[src/rtl/branch_rs.sv]
// branch_rs -- branch reservation station and issue scheduler.
//
// Buffers up to DEPTH dispatched branch micro-ops in age order (index 0 is
// the oldest), captures source operands from the CDB, and each cycle issues
// the oldest operand-ready entry into a comparator. The outcome is registered
// and offered to the ROB/branch-resolve logic over a valid/ready handshake.
//
// Ports:
//   clk, rst_n          clock, asynchronous active-low reset
//   flush               synchronous squash of all entries and the result
//   disp_*              dispatch request (valid/ready, cmpop, rob slot, sources)
//   cdb_*               common data bus broadcast (valid, tag, data)
//   res_*               branch outcome (valid/ready, rob slot, taken)

// Branch comparator; cmpop uses the rv32i funct3 encoding.
module cmp (
  input  logic [2:0]  cmpop,
  input  logic [31:0] a,
  input  logic [31:0] b,
  output logic        br_en
);
  always_comb begin
    br_en = 1'b0;
    case (cmpop)
      3'b000:  br_en = (a == b);
      3'b001:  br_en = (a != b);
      3'b100:  br_en = ($signed(a) <  $signed(b));
      3'b101:  br_en = ($signed(a) >= $signed(b));
      3'b110:  br_en = (a <  b);
      3'b111:  br_en = (a >= b);
      default: br_en = 1'b0;
    endcase
  end
endmodule

// Per-source wakeup: a not-ready source whose tag is broadcast becomes ready
// and takes the broadcast value. Used for stored entries and dispatch bypass.
module branch_rs_wake #(
  parameter int TAG_W = 6
) (
  input  logic             rdy,
  input  logic [TAG_W-1:0] tag,
  input  logic [31:0]      val,
  input  logic             cdb_valid,
  input  logic [TAG_W-1:0] cdb_tag,
  input  logic [31:0]      cdb_data,
  output logic             rdy_n,
  output logic [31:0]      val_n
);
  logic hit;
  assign hit   = !rdy && cdb_valid && (tag == cdb_tag);
  assign rdy_n = rdy | hit;
  assign val_n = hit ? cdb_data : val;
endmodule

module branch_rs #(
  parameter int DEPTH = 4,
  parameter int ROB_W = 5,
  parameter int TAG_W = 6
) (
  input  logic             clk,
  input  logic             rst_n,
  input  logic             flush,
  input  logic             disp_valid,
  output logic             disp_ready,
  input  logic [2:0]       disp_cmpop,
  input  logic [ROB_W-1:0] disp_rob_idx,
  input  logic             disp_src1_rdy,
  input  logic [TAG_W-1:0] disp_src1_tag,
  input  logic [31:0]      disp_src1_val,
  input  logic             disp_src2_rdy,
  input  logic [TAG_W-1:0] disp_src2_tag,
  input  logic [31:0]      disp_src2_val,
  input  logic             cdb_valid,
  input  logic [TAG_W-1:0] cdb_tag,
  input  logic [31:0]      cdb_data,
  output logic             res_valid,
  input  logic             res_ready,
  output logic [ROB_W-1:0] res_rob_idx,
  output logic             res_br_en
);
  localparam int CNT_W = $clog2(DEPTH + 1);
  localparam int SEL_W = $clog2(DEPTH);

  typedef struct packed {
    logic             vld;
    logic [2:0]       op;
    logic [ROB_W-1:0] rob;
    logic             r1;
    logic [TAG_W-1:0] t1;
    logic [31:0]      v1;
    logic             r2;
    logic [TAG_W-1:0] t2;
    logic [31:0]      v2;
  } ent_t;

  ent_t [DEPTH-1:0] ent_q, ent_d;
  // woke[DEPTH] is an always-empty slot so the top entry can collapse into it.
  ent_t [DEPTH:0]   woke;
  ent_t             disp_ent;

  logic [CNT_W-1:0] cnt_q, cnt_d, wr_idx;
  logic [SEL_W-1:0] sel_idx;
  logic             sel_found, issue, disp_fire, cmp_br_en;

  // Wakeup of stored entries at their current positions; the collapse below
  // then moves the woken copies, so wakeup lands on the collapsed positions.
  for (genvar g = 0; g < DEPTH; g++) begin : g_ent
    logic        r1_n, r2_n;
    logic [31:0] v1_n, v2_n;
    branch_rs_wake #(.TAG_W(TAG_W)) u_w1 (
      .rdy(ent_q[g].r1), .tag(ent_q[g].t1), .val(ent_q[g].v1),
      .cdb_valid(cdb_valid), .cdb_tag(cdb_tag), .cdb_data(cdb_data),
      .rdy_n(r1_n), .val_n(v1_n));
    branch_rs_wake #(.TAG_W(TAG_W)) u_w2 (
      .rdy(ent_q[g].r2), .tag(ent_q[g].t2), .val(ent_q[g].v2),
      .cdb_valid(cdb_valid), .cdb_tag(cdb_tag), .cdb_data(cdb_data),
      .rdy_n(r2_n), .val_n(v2_n));
    assign woke[g] = '{vld: ent_q[g].vld, op: ent_q[g].op, rob: ent_q[g].rob,
                       r1: r1_n, t1: ent_q[g].t1, v1: v1_n,
                       r2: r2_n, t2: ent_q[g].t2, v2: v2_n};
  end
  assign woke[DEPTH] = '0;

  // Dispatch bypass: a source broadcast in the dispatch cycle is captured.
  logic        d_r1, d_r2;
  logic [31:0] d_v1, d_v2;
  branch_rs_wake #(.TAG_W(TAG_W)) u_dw1 (
    .rdy(disp_src1_rdy), .tag(disp_src1_tag), .val(disp_src1_val),
    .cdb_valid(cdb_valid), .cdb_tag(cdb_tag), .cdb_data(cdb_data),
    .rdy_n(d_r1), .val_n(d_v1));
  branch_rs_wake #(.TAG_W(TAG_W)) u_dw2 (
    .rdy(disp_src2_rdy), .tag(disp_src2_tag), .val(disp_src2_val),
    .cdb_valid(cdb_valid), .cdb_tag(cdb_tag), .cdb_data(cdb_data),
    .rdy_n(d_r2), .val_n(d_v2));
  assign disp_ent = '{vld: 1'b1, op: disp_cmpop, rob: disp_rob_idx,
                      r1: d_r1, t1: disp_src1_tag, v1: d_v1,
                      r2: d_r2, t2: disp_src2_tag, v2: d_v2};

  // No pass-through when full, even if an entry leaves this cycle.
  assign disp_ready = (cnt_q < CNT_W'(DEPTH));
  assign disp_fire  = disp_valid && disp_ready;

  // Oldest ready entry wins; select sees pre-wakeup state, so a CDB hit
  // becomes issuable on the following cycle.
  always_comb begin
    sel_found = 1'b0;
    sel_idx   = '0;
    for (int i = DEPTH - 1; i >= 0; i--) begin
      if (ent_q[i].vld && ent_q[i].r1 && ent_q[i].r2) begin
        sel_found = 1'b1;
        sel_idx   = SEL_W'(i);
      end
    end
  end

  assign issue = sel_found && (!res_valid || res_ready);

  cmp u_cmp (
    .cmpop (ent_q[sel_idx].op),
    .a     (ent_q[sel_idx].v1),
    .b     (ent_q[sel_idx].v2),
    .br_en (cmp_br_en)
  );

  // Collapse above the issued slot, then append the dispatch at the tail.
  always_comb begin
    wr_idx = cnt_q - CNT_W'(issue);
    for (int i = 0; i < DEPTH; i++) begin
      ent_d[i] = (issue && (SEL_W'(i) >= sel_idx)) ? woke[i+1] : woke[i];
      if (disp_fire && (CNT_W'(i) == wr_idx)) ent_d[i] = disp_ent;
    end
  end

  assign cnt_d = cnt_q + CNT_W'(disp_fire) - CNT_W'(issue);

  always_ff @(posedge clk or negedge rst_n) begin
    if (!rst_n) begin
      ent_q       <= '0;
      cnt_q       <= '0;
      res_valid   <= 1'b0;
      res_rob_idx <= '0;
      res_br_en   <= 1'b0;
    end else if (flush) begin
      ent_q     <= '0;
      cnt_q     <= '0;
      res_valid <= 1'b0;
    end else begin
      ent_q <= ent_d;
      cnt_q <= cnt_d;
      if (issue) begin
        res_valid   <= 1'b1;
        res_rob_idx <= ent_q[sel_idx].rob;
        res_br_en   <= cmp_br_en;
      end else if (res_ready) begin
        res_valid <= 1'b0;
      end
    end
  end
endmodule
[config.mk]
export PLATFORM = sky130hd
export DESIGN_NAME = branch_rs
export DESIGN_NICKNAME = d
export VERILOG_FILES = /design/src/rtl/branch_rs.sv
export SDC_FILE = /design/constraint.sdc
export NUM_CORES = 1
export LEC_CHECK = 0
export CORE_ASPECT_RATIO = 0.9
export CORE_MARGIN = 5
export CORE_UTILIZATION = 35
export DETAILED_ROUTE_END_ITERATION = 10
export DONT_BUFFER_PORTS = 1
export PLACE_DENSITY_LB_ADDON = 0.2
export RECOVER_POWER = 100
export SLEW_MARGIN = 20
export SYNTH_ARGS = -nofsm -noshare
export SYNTH_HDL_FRONTEND = slang
export SYNTH_SLANG_ARGS = --single-unit
[constraint.sdc]
create_clock -name clk -period 3.5 [get_ports clk]
set_clock_uncertainty 0.15 [all_clocks]
set_input_delay 0.35 -clock clk [delete_from_list [all_inputs] [get_ports clk]]
set_output_delay 0.35 -clock clk [all_outputs]
set_load 0.01 [all_outputs]
==> impl_summary.txt <==
----------------------------------------------------
[Logic synthesis]
  Complex-gate fraction of the synthesized area ... 0.272
  Post-Synthesis Mean Instance Area ... around 8.8 µm²
  Largest family of logic cells by synthesized area ... compound AO/OA/AOI/OAI gates
  Sequential-to-total area share from yosys stat ... 0.394
  Adder-Cell Fraction of Synth Area ... 0.0207
  Library cell with the largest summed area after synthesis ... dfrtp_1
  Dominant register cell in the synthesized netlist ... dfrtp_1
  Area fraction of the dominant cell type after synthesis ... 0.394
  EDFF count, synth ... 0
  Cell count after synthesis ... ~2600
  Number of synthesized register bits ... 358
  Area of the mapped netlist ... 22700 µm²
  Netlist cell types ... 63
  Post-synthesis simple-gate area fraction ... 0.143
  Post-synthesis net count ... between 2000 and 3000
  Async SR Flop Fraction ... 1.00
  Xor-xnor portion of the synthesized cell area ... 0.0246
  Dominant cell by count in the synthesized netlist ... dfrtp_1
  Count of synthesis-stage warnings from yosys ... 0
  Multiplexer share of the synthesized area ... 0.0858
  Top post-synthesis cells by count ... 358 x dfrtp_1, 354 x nand2_1, 238 x nor2_1, 218 x o21ai_0, 165 x clkbuf_1
  Leading post-synthesis cells by cell area ... dfrtp_1 39%, nand2_1 5.8%, o211a_1 5.7%

[Setup path]
  Ordered cell list for the critical path ... and3_4 -> nor2_1 -> buf_4 -> nor3_4 -> buf_12 -> buf_12 -> nand2_1 -> nand3_1 -> o21ai_0 -> ha_1 -> nand4_1 -> nor4_4 -> nand3_1 -> xnor2_1 -> and2_1 -> o31ai_2 -> a21oi_2
  Crit path capture type ... register
  Kind of start point of the critical path ... register
  Type of the setup path with the least slack ... reg -> reg
  CP top delay family ... simple AND/OR/NAND/NOR gates
  Critical-path cell with the highest stage delay ... nor4_4
  Arrival time reported for the critical path endpoint ... about 4 ns
  Critical Path Fanout Max ... 38
  Bufs and invs on worst path ... 3
  CP max stage delay ... between 0.3 and 0.4 ns
  Worst endpoint required time ... 3.81 ns

[CTS]
  Clock root buffer ... clkbuf_16
  Hold bufs inserted after CTS ... around 120
  Clock transition at the register clock pins on the worst setup and hold paths after CTS ... approximately 0.060 ns
  Clock net sink count ... 358
  Clk buf depth ... 3
  Number of clock buffers inserted by TritonCTS ... between 40 and 50
  Number of H-tree branching levels ... 2
  TritonCTS clock tree ... done
  Clock insertion delay at the later pin of the skew report ... 0.59 ns

[Finish]
  Layout cells sized above 1 ... 0.134
  # nets final ... between 2000 and 3000
  Area grow syn2layout ... 18.9%
  Final cell area excluding filler cells ... between 20000 and 30000 µm²
  Number of fillers in the final layout ... 6276

[Floorplan]
  Number of placed I/O pins ... approximately 140
  Full die area ... 70200 µm²
  Number of rows in the core area ... just under 90
  Total core area ... roughly 64000 µm²
  Die X-Extent ... approximately 280 µm
  Starting Density ... 0.354
  Die H ... about 250 µm

[Place]
  Number of buffer cells added on primary ports ... 0
  Area after DPL ... 24200 µm²
  Placer congestion estimate ... between 0.8 and 0.9
  Placed wire-length estimate after detailed placement ... approximately 53 mm

[Power]
  Pleak ... around 12 nW
  Total power ... roughly 15 mW
  Power per Cell Area ... 545 nW/µm²
  Peak supply drop ... about 0.00037 V

[Detailed routing]
  Number of antenna-violating nets in the routed design ... 0
  DRC Markers ... 0
  Routed vias/inst ... 6.00
  Iteration-0 DRC count of the detailed router ... around 1900
  Routed WL per cell ... approximately 24 µm
  Overall via count from detail_route ... between 20000 and 25000
  Detailed-router iteration count before antenna repair ... 6
  Overall routed net length ... between 80 and 90 mm

[Timing]
  Normalized max-slew margin ... 0.0500
  Fmax ... 279 MHz
  Max-slew violation count ... 0
  Actual transition at the worst max-transition pin ... 1.43 ns
  Setup ws final ... -0.0858 ns
  Min Hold Slack ... -0.628 ns
  Final period util ... 1.02
  Hold Violations, Final ... around 360
  Final setup violating endpoints ... 1
  Final period demand of the worst path ... 3.59 ns
  Setup repair after global routing missed its margin ... yes

[Global routing]
  Overflow left after global routing ... 0
  Number of global-route vias before repair ... 21000
  Number of antenna violations at the first check in global routing ... 9
  Wire length of the first global-routing pass ... about 130 mm
  Largest net degree at the start of global routing ... approximately 360
  Combined global-route utilization of all metal layers ... 0.236

[Status]
  Status ... complete, but fails checks
  Failing checks ... negative hold slack, negative setup slack

[Hold path]
  Path category of the worst min-delay check ... in -> async

[Job]
  Number of maximum-capacitance constraint violations ... 0

----------------------------------------------------
## repair_timing
item,CTS,global route
gates resized for setup,11,23
pin swaps,9,19
buffers inserted,4,5
cloned,1,1
hold endpoints to repair,710,358
setup endpoints to repair,1,60
## path summary, 6_finish.rpt
check / start / endpoint / slack [ns] / depth (start not counted)
max in group asynchronous: rst_n / ent_q[323] / 2.73 / 0
min in group clk: flush / ent_q[39] / 0.05 / 4
worst min register to register: ent_q[41] / ent_q[41] / 0.32 / 2
worst max register to register: ent_q[212] / res_br_en / -0.09 / 17
worst min-delay path: rst_n / ent_q[8] / -0.63 / 0
worst max-delay path: ent_q[212] / res_br_en / -0.09 / 17
## per-layer routing
metal,share of wire,up-vias,GRT usage
li1,-,9554,-
met1,0.44,10600,0.329
met2,0.46,901,0.374
met3,0.075,156,0.0418
met4,0.030,4,0.0736
met5,0.00027,-,0
## logic make-up after synthesis
family	Yosys count
buffers and inverters	314
AO/OA/AOI/OAI	890
XOR/XNOR	64
adder cells (fa/ha/maj)	37
flip-flops	358
AND/OR/NAND/NOR	754
multiplexers	175
## power by group
group	switching (mW)	leakage [nW]	total, mW	internal [mW]
clock	1.96	0.751	4.77	2.81
sequential	0.523	4.86	5.38	4.86
combinational	2.67	6.13	4.59	1.93
## layout make-up
| type | instances | area, µm² | share of cell area |
|---|---|---|---|
| repair buffers | 271 | 2720 | 0.101 |
| clock buffers | 62 | 1290 | 0.0477 |
| well taps | 855 | 1070 | 0.0396 |
| clock inverters | 21 | 216 | 0.00801 |
| flip-flops and latches | 358 | 8960 | 0.331 |
| diodes | 10 | 25.0 | 0.000926 |
| multi-input cells | 1920 | 12600 | 0.466 |
| inverters | 40 | 155 | 0.00574 |
## through the flow
stage | worst slack, ns | TNS (ns) | cells | util
floorplan | 0.0324 | 0 | 2592 | -
global placement | -0.106 | -0.106 | 3312 | 0.376
detailed placement | -0.203 | -0.203 | 3312 | 0.376
CTS | -0.165 | -0.165 | 3521 | 0.420
global route | -0.257 | -7.16 | 3531 | 0.420
finish | -0.0858 | -0.0858 | 3537 | 0.420
## state kept, by name, indices dropped and copies added (netlist names)
name,count
cnt_q,3
ent_q,348
res_br_en,1
res_rob_idx,5
res_valid,1
## cell usage in the layout (no fill, tap or decap), types with 21 or more instances in the layout
master,count
a211oi_1,71
o211ai_1,36
dlygate4sd3_1,120
xor2_1,23
dfrtp_1,358
o22ai_1,128
o21ai_1,70
a21oi_1,27
o21ai_0,239
o211a_1,129
a22o_1,21
clkbuf_16,45
a31oi_1,35
o221ai_1,33
buf_4,101
and2_1,32
inv_1,39
o221a_2,32
mux2_4,30
nand3_1,52
o31ai_1,32
ha_1,36
mux2i_1,107
xnor2_1,41
mux2_2,34
nand2_1,353
nor2_1,237
buf_12,25
Note: power is estimated with default switching activity, not from simulation.
==> patch 1: new RTL, config.mk and constraints unchanged <==
`TAG_W` is set to 6 in 2 places; all go to 5.
--- a/src/rtl/branch_rs.sv
+++ b/src/rtl/branch_rs.sv
@@ -38,3 +38,3 @@
 module branch_rs_wake #(
-  parameter int TAG_W = 6
+  parameter int TAG_W = 5
 ) (
@@ -58,3 +58,3 @@
   parameter int ROB_W = 5,
-  parameter int TAG_W = 6
+  parameter int TAG_W = 5
 ) (
Interface: changed (resized cdb_tag, disp_src1_tag and disp_src2_tag); port bits go from 138 to 135. The function was not compared with the original's and may differ.
==> patch 1 against the original RTL <==
The flow still finishes with violations (negative hold slack, negative setup slack); total power up 4.9%; routed wire length is 8.8% higher; synthesized area decreased by 1.9%; sequential power decreased by 0.7%; design area rose by 4.3%; maximum frequency down 0.59%; worst setup slack worse by 21 ps; sequential cell count fell by 8; critical path type unchanged; critical endpoint unchanged; largest power group is now combinational logic; highest routed layer unchanged.
==> patch 1: results (changes against the original RTL) <==
- Post-synth net total: 2,767 (was 2,759)
- Cell Area, Placed: 23,800 µm² (was 24,200 µm²)
- Nonclk buf count: 371 (was 271)
- Sw power: 5570 µW (was 5150 µW)
- Detailed-route wire length: 93,600 µm (was 86,000 µm)
- Largest regs: ent_q x340, res_rob_idx x5, cnt_q x3 (was ent_q x348, res_rob_idx x5, cnt_q x3)
- R2R Path Start: ent_q[254]$_DFFE_PN0P_ (was ent_q[212]$_DFF_PN0_)
- Peak fanout along the critical path: 8 (was 38)
- Global-route wire length before repair: 136,000 µm (was 131,000 µm)
- Synth cell types: 67 (was 63)
- Final setup fails: 5 (was 1)
- Clkbuf count: 68 (was 62)
- Leak: 0.0111 µW (was 0.0117 µW)
- Violated checks: negative hold slack, negative setup slack (unchanged)
- Vias in the first global route: 21,400 (was 21,000)
- Fillcell total: 6,145 (was 6,276)
- Max VDD drop: 387 µV (was 365 µV)
- DP HPWL: 50,000 µm (was 53,200 µm)
- Sequential Power Share: 34.5% (was 36.5%)
- Fraction of area in registers: 31.1% (was 33.1%)
- Cell area after layout: 28,200 µm² (was 27,000 µm²)
- Hold slack final: -695 ps (was -628 ps)
- Pre-CTS WS: -296 ps (was -203 ps)
- Rows: 87 (was 88)
- Largest net degree at the start of global routing: 351 (was 359)
- Setup_tns: -179 ps (was -85.8 ps)
- TritonCTS Buffers: 44 (was 45)
- Final Hold Violating Endpoints: 351 (was 358)
- Avg Inst Size Synth: 8.57 µm² (was 8.78 µm²)
- Antenna cells: 9 (was 10)
- Routability congestion estimate from global placement: 0.818 (was 0.836)
- DR iter-0 viols: 2,279 (was 1,904)
- Final WS setup: -107 ps (was -85.8 ps)
- Clock buf/inv share: 4.97% (was 5.57%)
- Via count: 21,900 (was 21,200)
- Die width: 276 µm (was 279 µm)
- PD cells: 548 nW/µm² (was 545 nW/µm²)
- Run status: finished, violations left (unchanged)
==> patch 1: repair_timing <==
item	4_1_cts	5_1_grt
gates cloned	7	6
hold buffers	201	4
hold endpoints to repair	694	467
resized for setup	35	47
pin swaps	26	34
setup endpoints to repair	57	117
setup buffers	13	17
==> patch 1: logic make-up (layout without fill, tap and decap cells) <==
family | after synthesis | in the layout | synth area share [%]
other | 0 | 9 | 0
adder cells (fa/ha/maj) | 37 | 37 | 2.11
AO/OA/AOI/OAI | 921 | 921 | 27.9
flip-flops | 350 | 350 | 39.3
buffers and inverters | 338 | 519 | 6.54
AND/OR/NAND/NOR | 732 | 733 | 14.0
XOR/XNOR | 51 | 51 | 2.00
multiplexers | 174 | 174 | 8.17
==> patch 1: layer usage <==
metal / GRT usage [%] / wire length (µm)
met1: 35.3 / 40300
met2: 39.5 / 42200
met3: 5.10 / 8520
met4: 6.19 / 2530
met5: 0 / 41
==> patch 2: new RTL, config.mk and constraints unchanged <==
Without the edit above. Reset style: synchronous (`rst_n`), changed in one clocked block. Comments in the files are not updated.
--- a/src/rtl/branch_rs.sv
+++ b/src/rtl/branch_rs.sv
@@ -176,3 +176,3 @@
 
-  always_ff @(posedge clk or negedge rst_n) begin
+  always_ff @(posedge clk) begin
     if (!rst_n) begin
Behaviour: differs if rst_n is asserted again (counterexample within 4 cycles, from zero or initial values and one cycle with rst_n low); with rst_n held inactive, the same outputs for 4 cycles.
==> patch 2 against the original RTL <==
The flow finishes with violations (max-capacitance violations, max-slew violations, negative setup slack); sequential cell count did not move; design area fell by 3.6%; routed wire length rose by 5.3%; via count rose by 7.0%; maximum frequency fell by 1.4%; worst setup slack got worse by 53 ps; synthesized cell count rose by 10%; synthesized area fell by 5.9%; sequential share of layout area fell by 5.6 points.
Power is not compared: it rests on default switching activity, and its combinational part moved more than twofold at a synthesized area within 25%.
==> patch 2: results (changes against the original RTL) <==
- Met3 global-route usage: 4.21% (was 4.18%)
- DR iter-0 viols: 2,009 (was 1,904)
- Initial antenna violation count: 12 (was 9)
- Met1 Wirelength: 37,200 µm (was 37,800 µm)
- Global-route wire length before repair: 134,000 µm (was 131,000 µm)
- Hold Crit Endpoint: ent_q[10]$_SDFFE_PP0P_
- Peak fanout along the critical path: 7 (was 38)
- Hold slack final: 15.6 ps (was -628 ps)
- Hold Path Class: primary input to flip-flop (was primary input to async pin)
- DR WL met3: 7010 µm (was 6410 µm)
- Crit-path leading delay family: compound AO/OA/AOI/OAI gates (was simple AND/OR/NAND/NOR gates)
- Logic pwr share: 12.8%
- Met1 GRT Util: 32.7% (was 32.9%)
- Violated checks: max-capacitance violations, max-slew violations, negative setup slack (was negative hold slack, negative setup slack)
- R2R Path Start: ent_q[38]$_SDFF_PP0_ (was ent_q[212]$_DFF_PN0_)
- Postcts setup bufs: 2 (was 4)
- Met2 global-route usage: 42.3% (was 37.4%)
- Synth top cells by count: nor2_1, nand2_1, dfxtp_1, a21oi_1, o22ai_1 (was dfrtp_1, nand2_1, nor2_1, o21ai_0, clkbuf_1)
- Synth cell types: 65 (was 63)
- IO Port Bufs: 0 (unchanged)
- Fillcell total: 6,108 (was 6,276)
- Ys async rst share: 0% (was 100%)
- Post-synth net total: 3,028 (was 2,759)
- Initial DRT Pass Iterations: 8 (was 6)
- Largest net degree at the start of global routing: 86 (was 359)
- Hold_buf cts: 122 (was 121)
- Synth Flop Type: dfxtp_1 (was dfrtp_1)
- Final WS setup: -138 ps (was -85.8 ps)
- Routed vias/inst: 6.01 (was 6.00)
- Mean routed wirelength per cell: 23.9 µm (was 24.3 µm)
- Ratio of cells with drive above 1 in the final layout: 13.6% (was 13.4%)
- Final Hold Violating Endpoints: 0 (was 358)
- DP HPWL: 54,500 µm (was 53,200 µm)
- Met2 WL post-DR: 41,800 µm (was 39,200 µm)
- CP max stage cell: a2111o_1 (was nor4_4)
- # nets final: 3,109 (was 2,803)
- Run status: finished, violations left (unchanged)
- Final setup fails: 5 (was 1)
- Cts repair resizes: 14 (was 11)
- Max Cap Viol: 1 (was 0)
- TritonCTS Buffers: 44 (was 45)
- Skew-Pair Late Insertion Delay: 610 ps (was 590 ps)
- Vias in the first global route: 21,900 (was 21,000)
- Fraction of the yosys area taken by sequential cells: 33.5% (was 39.4%)
- Slew @ Worst Pin: 1510 ps (was 1430 ps)
- Avg Inst Size Synth: 7.48 µm² (was 8.78 µm²)
- Fin. max-slew vios: 58 (was 0)
- Pre-CTS WS: -374 ps (was -203 ps)
- Cell total after placement: 3,540 (was 3,312)
- Via count: 22,700 (was 21,200)
- Reg-to-reg critical path endpoint: res_br_en$_SDFFE_PN0P_ (was res_br_en$_DFFE_PN0P_)
- Routability congestion estimate from global placement: 0.886 (was 0.836)
- Arr. time, crit path: 3990 ps (was 3900 ps)
- Synth top area cells: dfxtp_1, nor2_1, nand2_1 (was dfrtp_1, nand2_1, o211a_1)
- Setup_tns: -235 ps (was -85.8 ps)
- Cell Area, Placed: 22,900 µm² (was 24,200 µm²)
[patch 2: changes by cell type in the layout (fill, tap and decap cells not counted), moves of 65 or more]
cell     before  now
a21oi_1      27  229
o21ai_0     239    4
o211a_1     129    0
nor2_1      237  534
dfxtp_1       0  355
dfrtp_1     358    0
o21ai_1      70    1
o22a_1        0   65
[patch 2: worst max path at each step]
stage,startpoint,cells past startpoint,slack (ps),endpoint
global route,ent_q[38]$_SDFF_PP0_,18,-280,res_br_en$_SDFFE_PN0P_
floorplan,ent_q[164]$_SDFF_PP0_,17,70,res_br_en$_SDFFE_PN0P_
detailed placement,ent_q[299]$_SDFF_PP0_,15,-370,res_br_en$_SDFFE_PN0P_
global placement,ent_q[338]$_SDFF_PP0_,17,-320,res_br_en$_SDFFE_PN0P_
CTS,ent_q[164]$_SDFF_PP0_,17,-80,res_br_en$_SDFFE_PN0P_
finish,ent_q[38]$_SDFF_PP0_,17,-140,res_br_en$_SDFFE_PN0P_
[patch 2: logic make-up (layout without fill, tap and decap cells)]
kind of cell             after synthesis  in the layout  share of synthesized area [%]
adder cells (fa/ha/maj)               37             37                           2.20
buffers and inverters                298            410                           6.35
multiplexers                         124            124                           5.84
XOR/XNOR                              63             63                           2.68
AND/OR/NAND/NOR                     1192           1192                           23.6
other                                  0             15                              0
AO/OA/AOI/OAI                        789            789                           25.8
flip-flops                           358            358                           33.5
[patch 2: layout make-up]
cell class	instances	area [µm²]	share of cell area (%)
Antenna cell	15	37.5	0.144
Clock buffer	62	1240	4.75
Clock inverter	15	165	0.633
Inverter	43	161	0.619
Multi-Input combinational cell	2205	13200	50.6
Sequential cell	358	7170	27.5
Tap cell	792	991	3.80
Timing Repair Buffer	290	3120	12.0
[patch 2: worst min-delay path: cells and delay by family]
kind,cells,cell delay (ps)
compound gates,2,220
simple gates,2,110
